$ cat config.mk
export PLATFORM = sky130hd
export DESIGN_NAME = pixel_write_arbiter
export DESIGN_NICKNAME = d
export VERILOG_FILES = /design/src/rtl/pixel_write_arbiter_pkg.sv /design/src/rtl/pixel_write_arbiter_plot_fifo.sv /design/src/rtl/pixel_write_arbiter.sv
export SDC_FILE = /design/constraint.sdc
export NUM_CORES = 1
export LEC_CHECK = 0
export BUFFER_PORTS_ARGS = -buffer_cell sky130_fd_sc_hd__buf_2
export CAP_MARGIN = 20
export CORE_MARGIN = 2
export CORE_UTILIZATION = 55
export CTS_BUF_LIST = sky130_fd_sc_hd__clkbuf_8
export DETAILED_ROUTE_END_ITERATION = 7
export GPL_ROUTABILITY_DRIVEN = 0
export GPL_TIMING_DRIVEN = 0
export PLACE_DENSITY = 0.72
export SYNTH_ARGS = -nofsm -noshare
export SYNTH_HDL_FRONTEND = slang
export SYNTH_HIERARCHICAL = 1
export SYNTH_SLANG_ARGS = --single-unit
$ cat constraint.sdc
create_clock -name clk -period 2.98 [get_ports clk]
set_input_delay 0.447 -clock clk [delete_from_list [all_inputs] [get_ports clk]]
set_output_delay 0.447 -clock clk [all_outputs]
set_load 0.02 [all_outputs]
$ cat src/rtl/pixel_write_arbiter_pkg.sv
// -----------------------------------------------------------------------------
// pixel_write_arbiter_pkg
//   Shared definitions for the pixel write arbiter: VGA coordinate and colour
//   widths, default screen geometry, the arbiter state encoding and the packed
//   pixel record stored in the plot FIFO.
// -----------------------------------------------------------------------------
package pixel_write_arbiter_pkg;

    localparam int X_W   = 8;
    localparam int Y_W   = 7;
    localparam int C_W   = 3;
    localparam int PIX_W = X_W + Y_W + C_W;

    localparam int SCREEN_W_DEF = 160;
    localparam int SCREEN_H_DEF = 120;

    typedef enum logic {
        S_RUN   = 1'b0,
        S_CLEAR = 1'b1
    } state_e;

    typedef struct packed {
        logic [X_W-1:0] x;
        logic [Y_W-1:0] y;
        logic [C_W-1:0] colour;
    } pixel_t;

endpackage

$ cat src/rtl/pixel_write_arbiter_plot_fifo.sv
// -----------------------------------------------------------------------------
// pixel_write_arbiter_plot_fifo
//   Synchronous DEPTH x {x,y,colour} FIFO buffering snake plot requests.
//   DEPTH must be a power of two (>= 2) so the pointers wrap naturally; the
//   occupancy is kept in its own register so full/empty never alias.
//
// Ports
//   clk, rst   clock, synchronous active-high reset (pointers/count only)
//   push_i     write din_i at the tail (ignored while full)
//   pop_i      advance the head (ignored while empty)
//   flush_i    discard every stored entry; a push in the same cycle survives
//   din_i      pixel to store
//   dout_o     pixel at the head (valid while empty_o is low)
//   count_o    current occupancy, 0..DEPTH
//   full_o     count_o == DEPTH
//   empty_o    count_o == 0
// -----------------------------------------------------------------------------
module pixel_write_arbiter_plot_fifo
    import pixel_write_arbiter_pkg::*;
#(
    parameter int DEPTH = 16
) (
    input  logic                   clk,
    input  logic                   rst,
    input  logic                   push_i,
    input  logic                   pop_i,
    input  logic                   flush_i,
    input  pixel_t                 din_i,
    output pixel_t                 dout_o,
    output logic [$clog2(DEPTH):0] count_o,
    output logic                   full_o,
    output logic                   empty_o
);

    localparam int PTR_W = $clog2(DEPTH);
    localparam int CNT_W = PTR_W + 1;
    localparam logic [CNT_W-1:0] FULL_CNT = CNT_W'(DEPTH);

    pixel_t           mem_q [DEPTH];
    logic [PTR_W-1:0] wr_ptr_q, wr_ptr_d;
    logic [PTR_W-1:0] rd_ptr_q, rd_ptr_d;
    logic [CNT_W-1:0] count_q, count_d;
    logic             push_ok, pop_ok;

    assign full_o  = (count_q == FULL_CNT);
    assign empty_o = (count_q == '0);
    assign count_o = count_q;
    assign dout_o  = mem_q[rd_ptr_q];

    assign push_ok = push_i & ~full_o;
    assign pop_ok  = pop_i & ~empty_o;

    always_comb begin
        wr_ptr_d = wr_ptr_q;
        rd_ptr_d = rd_ptr_q;
        count_d  = count_q;
        if (push_ok) begin
            wr_ptr_d = wr_ptr_q + PTR_W'(1);
        end
        if (flush_i) begin
            // Everything stored before this edge is dropped by jumping the read
            // pointer to the current write slot; a same-cycle push lands there.
            rd_ptr_d = wr_ptr_q;
            count_d  = CNT_W'(push_ok);
        end else begin
            if (pop_ok) begin
                rd_ptr_d = rd_ptr_q + PTR_W'(1);
            end
            count_d = count_q + CNT_W'(push_ok) - CNT_W'(pop_ok);
        end
    end

    always_ff @(posedge clk) begin
        if (rst) begin
            wr_ptr_q <= '0;
            rd_ptr_q <= '0;
            count_q  <= '0;
        end else begin
            wr_ptr_q <= wr_ptr_d;
            rd_ptr_q <= rd_ptr_d;
            count_q  <= count_d;
        end
    end

    // Storage is data only and carries no reset.
    always_ff @(posedge clk) begin
        if (push_ok) begin
            mem_q[wr_ptr_q] <= din_i;
        end
    end

endmodule

$ cat src/rtl/pixel_write_arbiter.sv
// -----------------------------------------------------------------------------
// pixel_write_arbiter
//   Sits between the snake backend's pixel outputs and the VGA adapter write
//   port. Plot requests are buffered in a small FIFO and drained one per clock.
//   A clear request sweeps every screen pixel to CLEAR_COLOUR in raster order
//   (x inner, y outer); during the sweep the FIFO keeps accepting but does not
//   drain, and entries queued before the sweep started are discarded.
//
// Ports
//   clk, rst     clock, synchronous active-high reset
//   in_plot      one-cycle write request with in_x / in_y / in_colour
//   in_ready     FIFO not full; a request while low is dropped
//   clear_req    pulse to start a full-screen clear (ignored while clearing)
//   clear_busy   high for every cycle a sweep pixel is on vga_*
//   clear_done   one-cycle pulse together with the last sweep pixel
//   overflow     sticky flag, set when a request is dropped, cleared by rst
//   fill_level   FIFO occupancy
//   vga_x/y/colour/plot  registered write to the VGA adapter
// -----------------------------------------------------------------------------
module pixel_write_arbiter
    import pixel_write_arbiter_pkg::*;
#(
    parameter int             DEPTH        = 16,
    parameter int             SCREEN_W     = SCREEN_W_DEF,
    parameter int             SCREEN_H     = SCREEN_H_DEF,
    parameter logic [C_W-1:0] CLEAR_COLOUR = 3'b000
) (
    input  logic                   clk,
    input  logic                   rst,
    input  logic                   in_plot,
    input  logic [X_W-1:0]         in_x,
    input  logic [Y_W-1:0]         in_y,
    input  logic [C_W-1:0]         in_colour,
    output logic                   in_ready,
    input  logic                   clear_req,
    output logic                   clear_busy,
    output logic                   clear_done,
    output logic                   overflow,
    output logic [$clog2(DEPTH):0] fill_level,
    output logic [X_W-1:0]         vga_x,
    output logic [Y_W-1:0]         vga_y,
    output logic [C_W-1:0]         vga_colour,
    output logic                   vga_plot
);

    localparam logic [X_W-1:0] X_LAST    = X_W'(SCREEN_W - 1);
    localparam logic [Y_W-1:0] Y_LAST    = Y_W'(SCREEN_H - 1);
    localparam bit             ONE_PIXEL = (SCREEN_W == 1) && (SCREEN_H == 1);

    state_e         state_q;
    logic [X_W-1:0] cx_q, cx_d;
    logic [Y_W-1:0] cy_q, cy_d;
    logic           sweep_last_d;

    logic [X_W-1:0] vga_x_q;
    logic [Y_W-1:0] vga_y_q;
    logic [C_W-1:0] vga_colour_q;
    logic           vga_plot_q;
    logic           busy_q;
    logic           done_q;
    logic           ovf_q;

    pixel_t         fifo_din;
    pixel_t         fifo_head;
    logic           fifo_full, fifo_empty;
    logic           fifo_pop, fifo_flush;

    // Fullness is judged on the registered count only, so a pop in the same
    // cycle never makes room for a request that arrives while full.
    assign fifo_din   = '{x: in_x, y: in_y, colour: in_colour};
    assign fifo_pop   = (state_q == S_RUN) && !clear_req;
    assign fifo_flush = (state_q == S_RUN) && clear_req;

    pixel_write_arbiter_plot_fifo #(
        .DEPTH (DEPTH)
    ) u_fifo (
        .clk     (clk),
        .rst     (rst),
        .push_i  (in_plot),
        .pop_i   (fifo_pop),
        .flush_i (fifo_flush),
        .din_i   (fifo_din),
        .dout_o  (fifo_head),
        .count_o (fill_level),
        .full_o  (fifo_full),
        .empty_o (fifo_empty)
    );

    // cx_q/cy_q track the sweep pixel currently on vga_*; *_d is the one after it.
    always_comb begin
        cx_d = cx_q + X_W'(1);
        cy_d = cy_q;
        if (cx_q == X_LAST) begin
            cx_d = '0;
            cy_d = (cy_q == Y_LAST) ? '0 : cy_q + Y_W'(1);
        end
        sweep_last_d = (cx_d == X_LAST) && (cy_d == Y_LAST);
    end

    always_ff @(posedge clk) begin
        if (rst) begin
            state_q      <= S_RUN;
            cx_q         <= '0;
            cy_q         <= '0;
            vga_x_q      <= '0;
            vga_y_q      <= '0;
            vga_colour_q <= '0;
            vga_plot_q   <= 1'b0;
            busy_q       <= 1'b0;
            done_q       <= 1'b0;
            ovf_q        <= 1'b0;
        end else begin
            if (in_plot && fifo_full) begin
                ovf_q <= 1'b1;
            end
            done_q <= 1'b0;
            case (state_q)
                S_RUN: begin
                    if (clear_req) begin
                        // The first sweep pixel goes out on the same edge the
                        // clear is accepted, so busy covers exactly W*H cycles.
                        cx_q         <= '0;
                        cy_q         <= '0;
                        vga_x_q      <= '0;
                        vga_y_q      <= '0;
                        vga_colour_q <= CLEAR_COLOUR;
                        vga_plot_q   <= 1'b1;
                        busy_q       <= 1'b1;
                        if (ONE_PIXEL) begin
                            done_q <= 1'b1;
                        end else begin
                            state_q <= S_CLEAR;
                        end
                    end else begin
                        busy_q     <= 1'b0;
                        vga_plot_q <= ~fifo_empty;
                        if (!fifo_empty) begin
                            vga_x_q      <= fifo_head.x;
                            vga_y_q      <= fifo_head.y;
                            vga_colour_q <= fifo_head.colour;
                        end
                    end
                end
                S_CLEAR: begin
                    cx_q         <= cx_d;
                    cy_q         <= cy_d;
                    vga_x_q      <= cx_d;
                    vga_y_q      <= cy_d;
                    vga_colour_q <= CLEAR_COLOUR;
                    vga_plot_q   <= 1'b1;
                    busy_q       <= 1'b1;
                    // Leave S_CLEAR while the last pixel is being shown so the
                    // FIFO starts draining on the following edge.
                    if (sweep_last_d) begin
                        done_q  <= 1'b1;
                        state_q <= S_RUN;
                    end
                end
            endcase
        end
    end

    assign in_ready   = ~fifo_full;
    assign clear_busy = busy_q;
    assign clear_done = done_q;
    assign overflow   = ovf_q;
    assign vga_x      = vga_x_q;
    assign vga_y      = vga_y_q;
    assign vga_colour = vga_colour_q;
    assign vga_plot   = vga_plot_q;

endmodule

Yosys cells after proc, flatten, opt, wreduce, memory -nomap -nowiden --
Memories as Yosys holds them, arrays and structs flattened. A register that Yosys moved wholly into a read port is not among the register bits. Cells that the tools add are included. Widths: inputs -> output; s select.
Storage, ports and cells: word-level logic and storage cells 72, RAM bits 288, output and inout port bits 28, memories kept 1, register bits after elaboration 51, bits of input ports 22
Operators by class: bitwise logic cells 5, equality and inequality tests 7, reductions and logical operators 9, add/subtract/negate cells 6, mux-type cells 30
Memory list:
- u_fifo.mem_q | words 16, bits a word 18, read ports 1, clocked after Yosys merged registers in 1, write ports 1, line pixel_write_arbiter_plot_fifo.sv:39 | pixel_t mem_q [DEPTH];
Operators by type and width (number):
- $mux 7 | 5
- $mux 8 | 4
- $pmux 8 s2 | 2
- $pmux 7 s2 | 2
- $eq 8x8->1 const B | 2
- $mux 4 | 4
- $eq 7x7->1 const B | 2
- $add 4x1->4 const B | 2
- $add 8x1->8 const B | 1
- $add 7x1->7 const B | 1
- $mux 1 | 7
- $mux 3 | 2
- $pmux 1 s2 | 3
- $pmux 3 s2 | 1
- $add 5x1->5 | 1
- $eq 5x5->1 const B | 1
- $logic_not 5->1 | 1
- $sub 5x1->5 | 1
- $logic_and 1x1->1 | 4
- $reduce_or 2->1 | 2
- $ne 3x3->1 const B | 1
- $not 1->1 | 3
- $and 1x1->1 | 2
- $ne 2x2->1 const B | 1
- 2 further kinds | 2

Longest topological paths before layout --
Gate-level depths: netlist of the first run.
word-level depth 7, gate-level depth with buffers 14, mapped depth without buffers 13

By module --
The synthesis of the first run kept the hierarchy.
Modules (own cells, without submodules):
- pixel_write_arbiter_plot_fifo | cells each 555, times used 1, area each 11803.8 um2, sequential area each 8988.6 um2
- pixel_write_arbiter | cells each 235, times used 1, area each 1941.9 um2, sequential area each 760.7 um2

Worst setup path after synthesis of the first run --
Ideal clock, no wire load.
kind flip-flop to flip-flop, start register u_fifo.count_q[2] (netlist: u_fifo/count_o[2]), end memory u_fifo/mem_q[0][0] (netlist bit) (enable), required time 2.564 ns, clock period less this slack 2.900 ns, data arrival time 2.485 ns, setup time 0.416 ns, buffers on the path 1, cell stages (with the launch flop) 8, setup slack 0.080 ns, cell sequence dfxtp_1 -> inv_1 -> ha_1 -> nand4bb_1 -> and2_1 -> buf_4 -> nand2_1 -> nor3_1
On the way: word-level cells in the longest chain between the ends 5
Ends and longest elaborated chain:
- from (decl) | line pixel_write_arbiter_plot_fifo.sv:42 | logic [CNT_W-1:0] count_q, count_d;
- from (signal assigned) | line pixel_write_arbiter_plot_fifo.sv:81 | count_q <= count_d;
- $eq 5x5->1 | line pixel_write_arbiter_plot_fifo.sv:45 | assign full_o = (count_q == FULL_CNT);
- $not 1->1 | line pixel_write_arbiter_plot_fifo.sv:50 | assign push_ok = push_i & ~full_o;
- $and 1x1->1 | line pixel_write_arbiter_plot_fifo.sv:50
- $mux 1 | line pixel_write_arbiter_plot_fifo.sv:87 | if (push_ok) begin
- $mux 1 (implied by the code) | line pixel_write_arbiter_plot_fifo.sv:88 | mem_q[wr_ptr_q] <= din_i;
- to (decl) | line pixel_write_arbiter_plot_fifo.sv:39
Every way passes these cells.

==> results of run 1 <==
==> what timing repair did <==
| action | CTS | global route |
|---|---|---|
| gates resized for setup | 2 | 2 |
| endpoints found under the setup margin | 1 | 1 |
| hold endpoints to repair | 0 | 0 |
| cloned | 0 | 0 |
| buffers inserted | 0 | 1 |
==> placed cells by master, fill, tap and decap left out, types with 6 or more instances in the layout <==
cell type    n
o21ai_0     13
a211oi_1     7
clkinv_1    10
edfxtp_1   288
mux4_2      50
a21o_1       6
buf_4        7
buf_8        7
xnor2_1     11
nand2_1     53
nor2_1      27
buf_6        9
o21a_1       7
a21oi_1     28
buf_16       7
clkbuf_8    57
a22oi_1     38
dfxtp_1     55
nor3_1       6
clkbuf_1    22
ha_1        14
nor2_2      14
nand3_1     11
buf_1        7
inv_1       36
mux4_1      22
buf_2       55
==> metrics by stage <==
| step | hold slack [ps] | power (W) |
|---|---|---|
| finish | 139.9 | 0.01087 |
| floorplan | 457.6 | 0.006790 |
| global route | 136.6 | 0.01131 |
| CTS | 108.8 | 0.01092 |
| global placement | 447.6 | 0.007319 |
| detailed placement | 466.5 | 0.007384 |
==> worst max-delay path, cell delays in order (launching register included) <==
cell and delay [ps]:
dfxtp_1 310, clkbuf_2 260, buf_1 750, mux4_1 440, a22oi_1 210, nand2_1 150
mux2_2 290, a22oi_1 140, nor2_1 60
==> flip-flops by register name, summed over array words and instances, names as in the netlist, named ones only <==
| register | flops |
|---|---|
| vga_x | 8 |
| u_fifo/count_o | 5 |
| vga_colour | 3 |
| clear_done | 1 |
| clear_busy | 1 |
| cy_q | 7 |
| overflow | 1 |
| u_fifo/rd_ptr_q | 4 |
| u_fifo/mem_q | 288 |
| cx_q | 8 |
| state_q | 1 |
| u_fifo/wr_ptr_q | 4 |
| vga_plot | 1 |
| vga_y | 7 |
==> area by class of cell <==
type / instances / area share (%)
Sequential cell: 343 / 61.80
Multi-Input combinational cell: 385 / 23.87
Clock buffer: 57 / 4.973
Timing Repair Buffer: 70 / 3.871
Tap cell: 324 / 2.570
Buffer: 45 / 1.459
Clock inverter: 36 / 1.079
Inverter: 16 / 0.3807
==> routing by layer <==
| metal | global-route usage (%) | wire length (um) | vias to the layer above |
|---|---|---|---|
| met4 | 6.235 | 575 | 0 |
| met2 | 40.02 | 15300 | 326 |
| met1 | 32.77 | 12570 | 3913 |
| met3 | 5.618 | 2375 | 50 |
| li1 | - | - | 3417 |
| met5 | 0 | 0 | - |
==> power by group <==
part | internal [W] | switching, W | total, W
sequential | 0.00539 | 0.0000879 | 0.00548
combinational | 0.000795 | 0.00105 | 0.00184
clock | 0.00183 | 0.00172 | 0.00355
==> worst max-delay path by stage <==
stage | depth (start not counted) | to | start
2_1_floorplan | 7 | u_fifo/mem_q[0][0] | u_fifo/count_o[2]
3_3_place_gp | 7 | u_fifo/mem_q[0][9] | u_fifo/count_o[2]
3_5_place_dp | 13 | u_fifo/count_o[4] | clear_req
4_1_cts | 13 | u_fifo/count_o[4] | state_q
5_1_grt | 14 | u_fifo/count_o[4] | u_fifo/count_o[3]
6_report | 8 | vga_y[1] | flip-flop
==> cells by family after synthesis <==
| kind of cell | share of synthesized area (%) |
|---|---|
| flops | 70.93 |
| xor+xnor | 1.019 |
| mux | 13.18 |
| compound gates | 5.616 |
| simple gates | 5.707 |
| fa+ha+maj | 1.420 |
| buf+inv | 2.130 |
==> results.yml, run 1 <==
status:
  status: "completed"
clocking:
  cts_root_buffer: "clkbuf_8"
  insertion_delay_ps: 580
  cts_max_path_buffers: 3
  path_clk_slew_ps: 60
  cts_tree: "yes"
  cts_buffers: 53
  clock_sinks: 343
  hold_buffers: 0
  htree_levels: 2
finish:
  multi_input_area_um2: 3765
  nFillCells: 1710
  area_growth_pct: 14.76
  final_nets: 951
  drive_gt1_share_pct: 24.05
  antenna_cells: 0
  post-route-util_pct: 64.49
  instances_no_fill: 1276
  regArea_um2: 9749
  final_cell_area_um2: 15780
placed_design:
  port_buffers: 49
  post_dp_cell_area_um2: 14800
  place_ws_ps: -161.7
  dp.cells: 1183
  dp_hpwl_um: 20330
sta:
  slew_violations: 0
  setup_violations: 0
  setup_ws_ps: 234.3
  post-route-period-util_pct: 92.14
  min_period_ps: 2746
  fmax_ghz: 0.3642
  clock-skew-final_ps: 18.55
  hold_viol_final: 0
  setup_tns_ps: 0
  max_slew_margin_pct: 36.10
  tightestPinTransition_ps: 958.5
  rsz0062_at_grt: "no"
worst_setup_path:
  crit_required_ps: 3420
  reg2reg_to: "vga_y[1]"
  path_class: "flip-flop to flip-flop"
  cp-end-kind: "flip-flop"
  worstPathMaxFanout: 10
  worst-r2r-setup-slack_ps: 230
  cp_data_arrival_time_ps: 3190
  startpoint_type: "flip-flop"
  ff2ff_path_depth: 8
route:
  first_pass_iters: 5
  drc: 0
  vias_per_cell: 6.039
  dr.first_iter.drc_count: 954
  wl_per_cell_um: 24.15
  drt_wl_total_um: 30820
  vias: 7706
  antenna_left: 0
synthesis:
  synth_area_um2: 13750
  synthTopCellsByArea: "edfxtp_1 (63%), mux4_2 (8.2%), dfxtp_1 (8.0%)"
  synth_common_cells: "edfxtp_1 (288), dfxtp_1 (55), nand2_1 (53)"
  yosysMostFrequentCell: "edfxtp_1"
  seq_area_frac_synth_pct: 70.93
  yosys.area.top_type: "edfxtp_1"
  synthFlopType: "edfxtp_1"
  synth_cells: 790
  synth_area_per_cell_um2: 17.40
  synth_seq_cells: 343
  yosys.cell_types.count: 61
  synth-edff-count: 288
  ys_async_sr_fraction_pct: 0
  syn_nets: 827
  yosys_warnings: 6
  yosysTopAreaCellShare_pct: 62.92
power:
  leakagePower_nw: 5.379
  p_per_area_nw_per_um2: 688.9
  vdd_drop_max_uv: 418.3
floorplanning:
  die_w_um: 162.1
  die_h_um: 162.1
  rows: 57
  start_util_pct: 56.19
  die-area_um2: 26270
  boundaryPins: 50
  coreArea_um2: 24460
global_routing:
  antenna_found_initial: 0
  grt_pass1_vias: 7665
  grt_pass1_wl_um: 46310
  grt_max_degree: 17
  grt_usage_pct: 24.14
  grt_overflow: 0
worst_hold_path:
  worstHoldStart: "clear_req"
  hold_class: "input pin to flip-flop"
  whs_path_depth: 2
  hold_end: "vga_colour[2]"
flow_run:
  cap_violations: 0
No activity file was read; power rests on OpenSTA's default activity.
==> run 2: changes to the inputs <==
--- a/config.mk
+++ b/config.mk
@@ -12,7 +12,7 @@
 export CTS_BUF_LIST = sky130_fd_sc_hd__clkbuf_8
 export DETAILED_ROUTE_END_ITERATION = 7
 export GPL_ROUTABILITY_DRIVEN = 0
-export GPL_TIMING_DRIVEN = 0
+export MAX_ROUTING_LAYER = met4
 export PLACE_DENSITY = 0.72
 export SYNTH_ARGS = -nofsm -noshare
 export SYNTH_HDL_FRONTEND = slang
==> run 2 against run 1 <==
Combinational power down 8%. Sequential power barely moved. Fmax increased by 1.8%. Non-clock buffer count down 36. Wire length is 3.7% lower.
==> results.yml, run 2 (synthesized netlist as in run 1, its figures left out) <==
status:
  status: "completed"
finish:
  final_common_cell: "edfxtp_1"
  drive_gt1_share_pct: 23.96
  largest_reg_flops: 288
  regArea_um2: 9754
  layout_common_cells: "edfxtp_1 (288), nand2_1 (53), dfxtp_1 (53), clkbuf_8 (53), mux4_2 (50)"
  antenna_cells: 0
  multi_input_area_um2: 3765
  post-route-util_pct: 62.89
  final_cell_area_um2: 15380
  area_growth_pct: 11.92
  largest_register: "u_fifo/mem_q"
  final_nets: 913
  nFillCells: 1712
power:
  vdd_drop_max_uv: 383.6
  p_per_area_nw_per_um2: 688.3
  leakagePower_nw: 5.233
worst_setup_path:
  critPathTopFamily: "adder cells"
  critPathMaxStageDelay_ps: 440
  crit_required_ps: 3390
  worstPathMaxFanout: 3
  reg2reg_to: "u_fifo/count_o[4]"
  cp_cell_sequence: "inv_1 -> ha_1 -> nor4b_4 -> nand2b_1 -> inv_1 -> ha_1 -> inv_1 -> ha_1 -> fa_1 -> a21oi_1 -> o21bai_1 -> xnor2_1 -> nor3_1"
  worst-r2r-setup-slack_ps: 280
  cp_slowest_cell: "fa_1"
  cp_data_arrival_time_ps: 3100
  path_class: "flip-flop to flip-flop"
  ff2ff_path_depth: 13
  startpoint_type: "flip-flop"
  path_buf_inv: 3
  worstReg2RegStart: "u_fifo/count_o[3]"
  cp-end-kind: "flip-flop"
floorplanning:
  die_h_um: 162.1
  rows: 57
  die_w_um: 162.1
  start_util_pct: 56.19
  boundaryPins: 50
  coreArea_um2: 24460
  die-area_um2: 26270
clocking:
  cts_resized: 0
  cts_max_path_buffers: 3
  cts_tree: "yes"
  insertion_delay_ps: 580
  htree_levels: 2
  path_clk_slew_ps: 60
  cts_buffers: 51
  cts_root_buffer: "clkbuf_8"
  post-cts-setup-buffer-count: 0
  hold_buffers: 0
  clock_sinks: 343
route:
  first_pass_iters: 5
  drt_wl_total_um: 29680
  wl_per_cell_um: 23.97
  dr.first_iter.drc_count: 834
  vias: 7601
  antenna_left: 0
  vias_per_cell: 6.140
  drc: 0
placed_design:
  port_buffers: 49
  post_dp_cell_area_um2: 14480
  dp_hpwl_um: 17190
global_routing:
  grt_pass1_wl_um: 45130
  grt_usage_pct: 23.85
  grt_max_degree: 53
  grt_pass1_vias: 7608
  grt_overflow: 0
  antenna_found_initial: 0
sta:
  max_slew_margin_pct: 26.42
  clock-skew-final_ps: 24.05
  min_period_ps: 2697
  setup_violations: 0
  rsz0062_at_grt: "no"
  hold_viol_final: 0
  hold_slack_ps: 134.6
  setup_tns_ps: 0
  fmax_ghz: 0.3708
  tightestPinTransition_ps: 1104
  post-route-period-util_pct: 90.50
  slew_violations: 0
worst_hold_path:
  hold_end: "vga_colour[2]"
  hold_class: "input pin to flip-flop"
  whs_path_depth: 2
  worstHoldStart: "clear_req"
flow_run:
  cap_violations: 0
==> run 2: layout make-up <==
class | instances | area share, %
Clock buffer | 53 | 4.741
Clock inverter | 38 | 1.139
Inverter | 16 | 0.3904
Multi-Input combinational cell | 385 | 24.47
Sequential cell | 343 | 63.40
Tap cell | 324 | 2.635
Timing Repair Buffer | 79 | 3.221
==> run 2: how the worst max path moves through the flow <==
| stage | endpoint | startpoint | slack [ps] | cells past startpoint |
|---|---|---|---|---|
| 5_1_grt | u_fifo/count_o[4] | u_fifo/count_o[3] | 170 | 13 |
| 3_3_place_gp | u_fifo/count_o[4] | u_fifo/count_o[3] | 420 | 13 |
| 6_report | u_fifo/count_o[4] | u_fifo/count_o[3] | 280 | 13 |
| 2_1_floorplan | u_fifo/mem_q[0][0] | u_fifo/count_o[2] | 80 | 7 |
| 3_5_place_dp | u_fifo/count_o[4] | u_fifo/count_o[3] | 310 | 13 |
| 4_1_cts | u_fifo/count_o[4] | u_fifo/count_o[3] | 290 | 13 |
==> run 2: where the power goes <==
part	switching, W	internal (W)
combinational	0.000943	0.000751
sequential	0.000115	0.00539
clock	0.00167	0.00172
total	0.00273	0.00786
==> run 2: layer usage <==
layer	up-vias	part of all wire (%)	wire length, um	track usage, %
li1	3330	-	-	-
met1	3895	40	11970	31.36
met2	333	50	14800	38.76
met3	43	8.0	2374	4.469
met4	0	1.8	534	6.718
met5	-	0	0	-
==> run 2: through the flow <==
step / setup slack (ps) / total power, W / std cells
after floorplan: 79.59 / 0.006790 / 790
after global placement: 418.5 / 0.007246 / 1147
after detailed placement: 309.8 / 0.007309 / 1147
after CTS: 286.7 / 0.01068 / 1238
after global routing: 168.2 / 0.01103 / 1238
final: 283.0 / 0.01059 / 1238
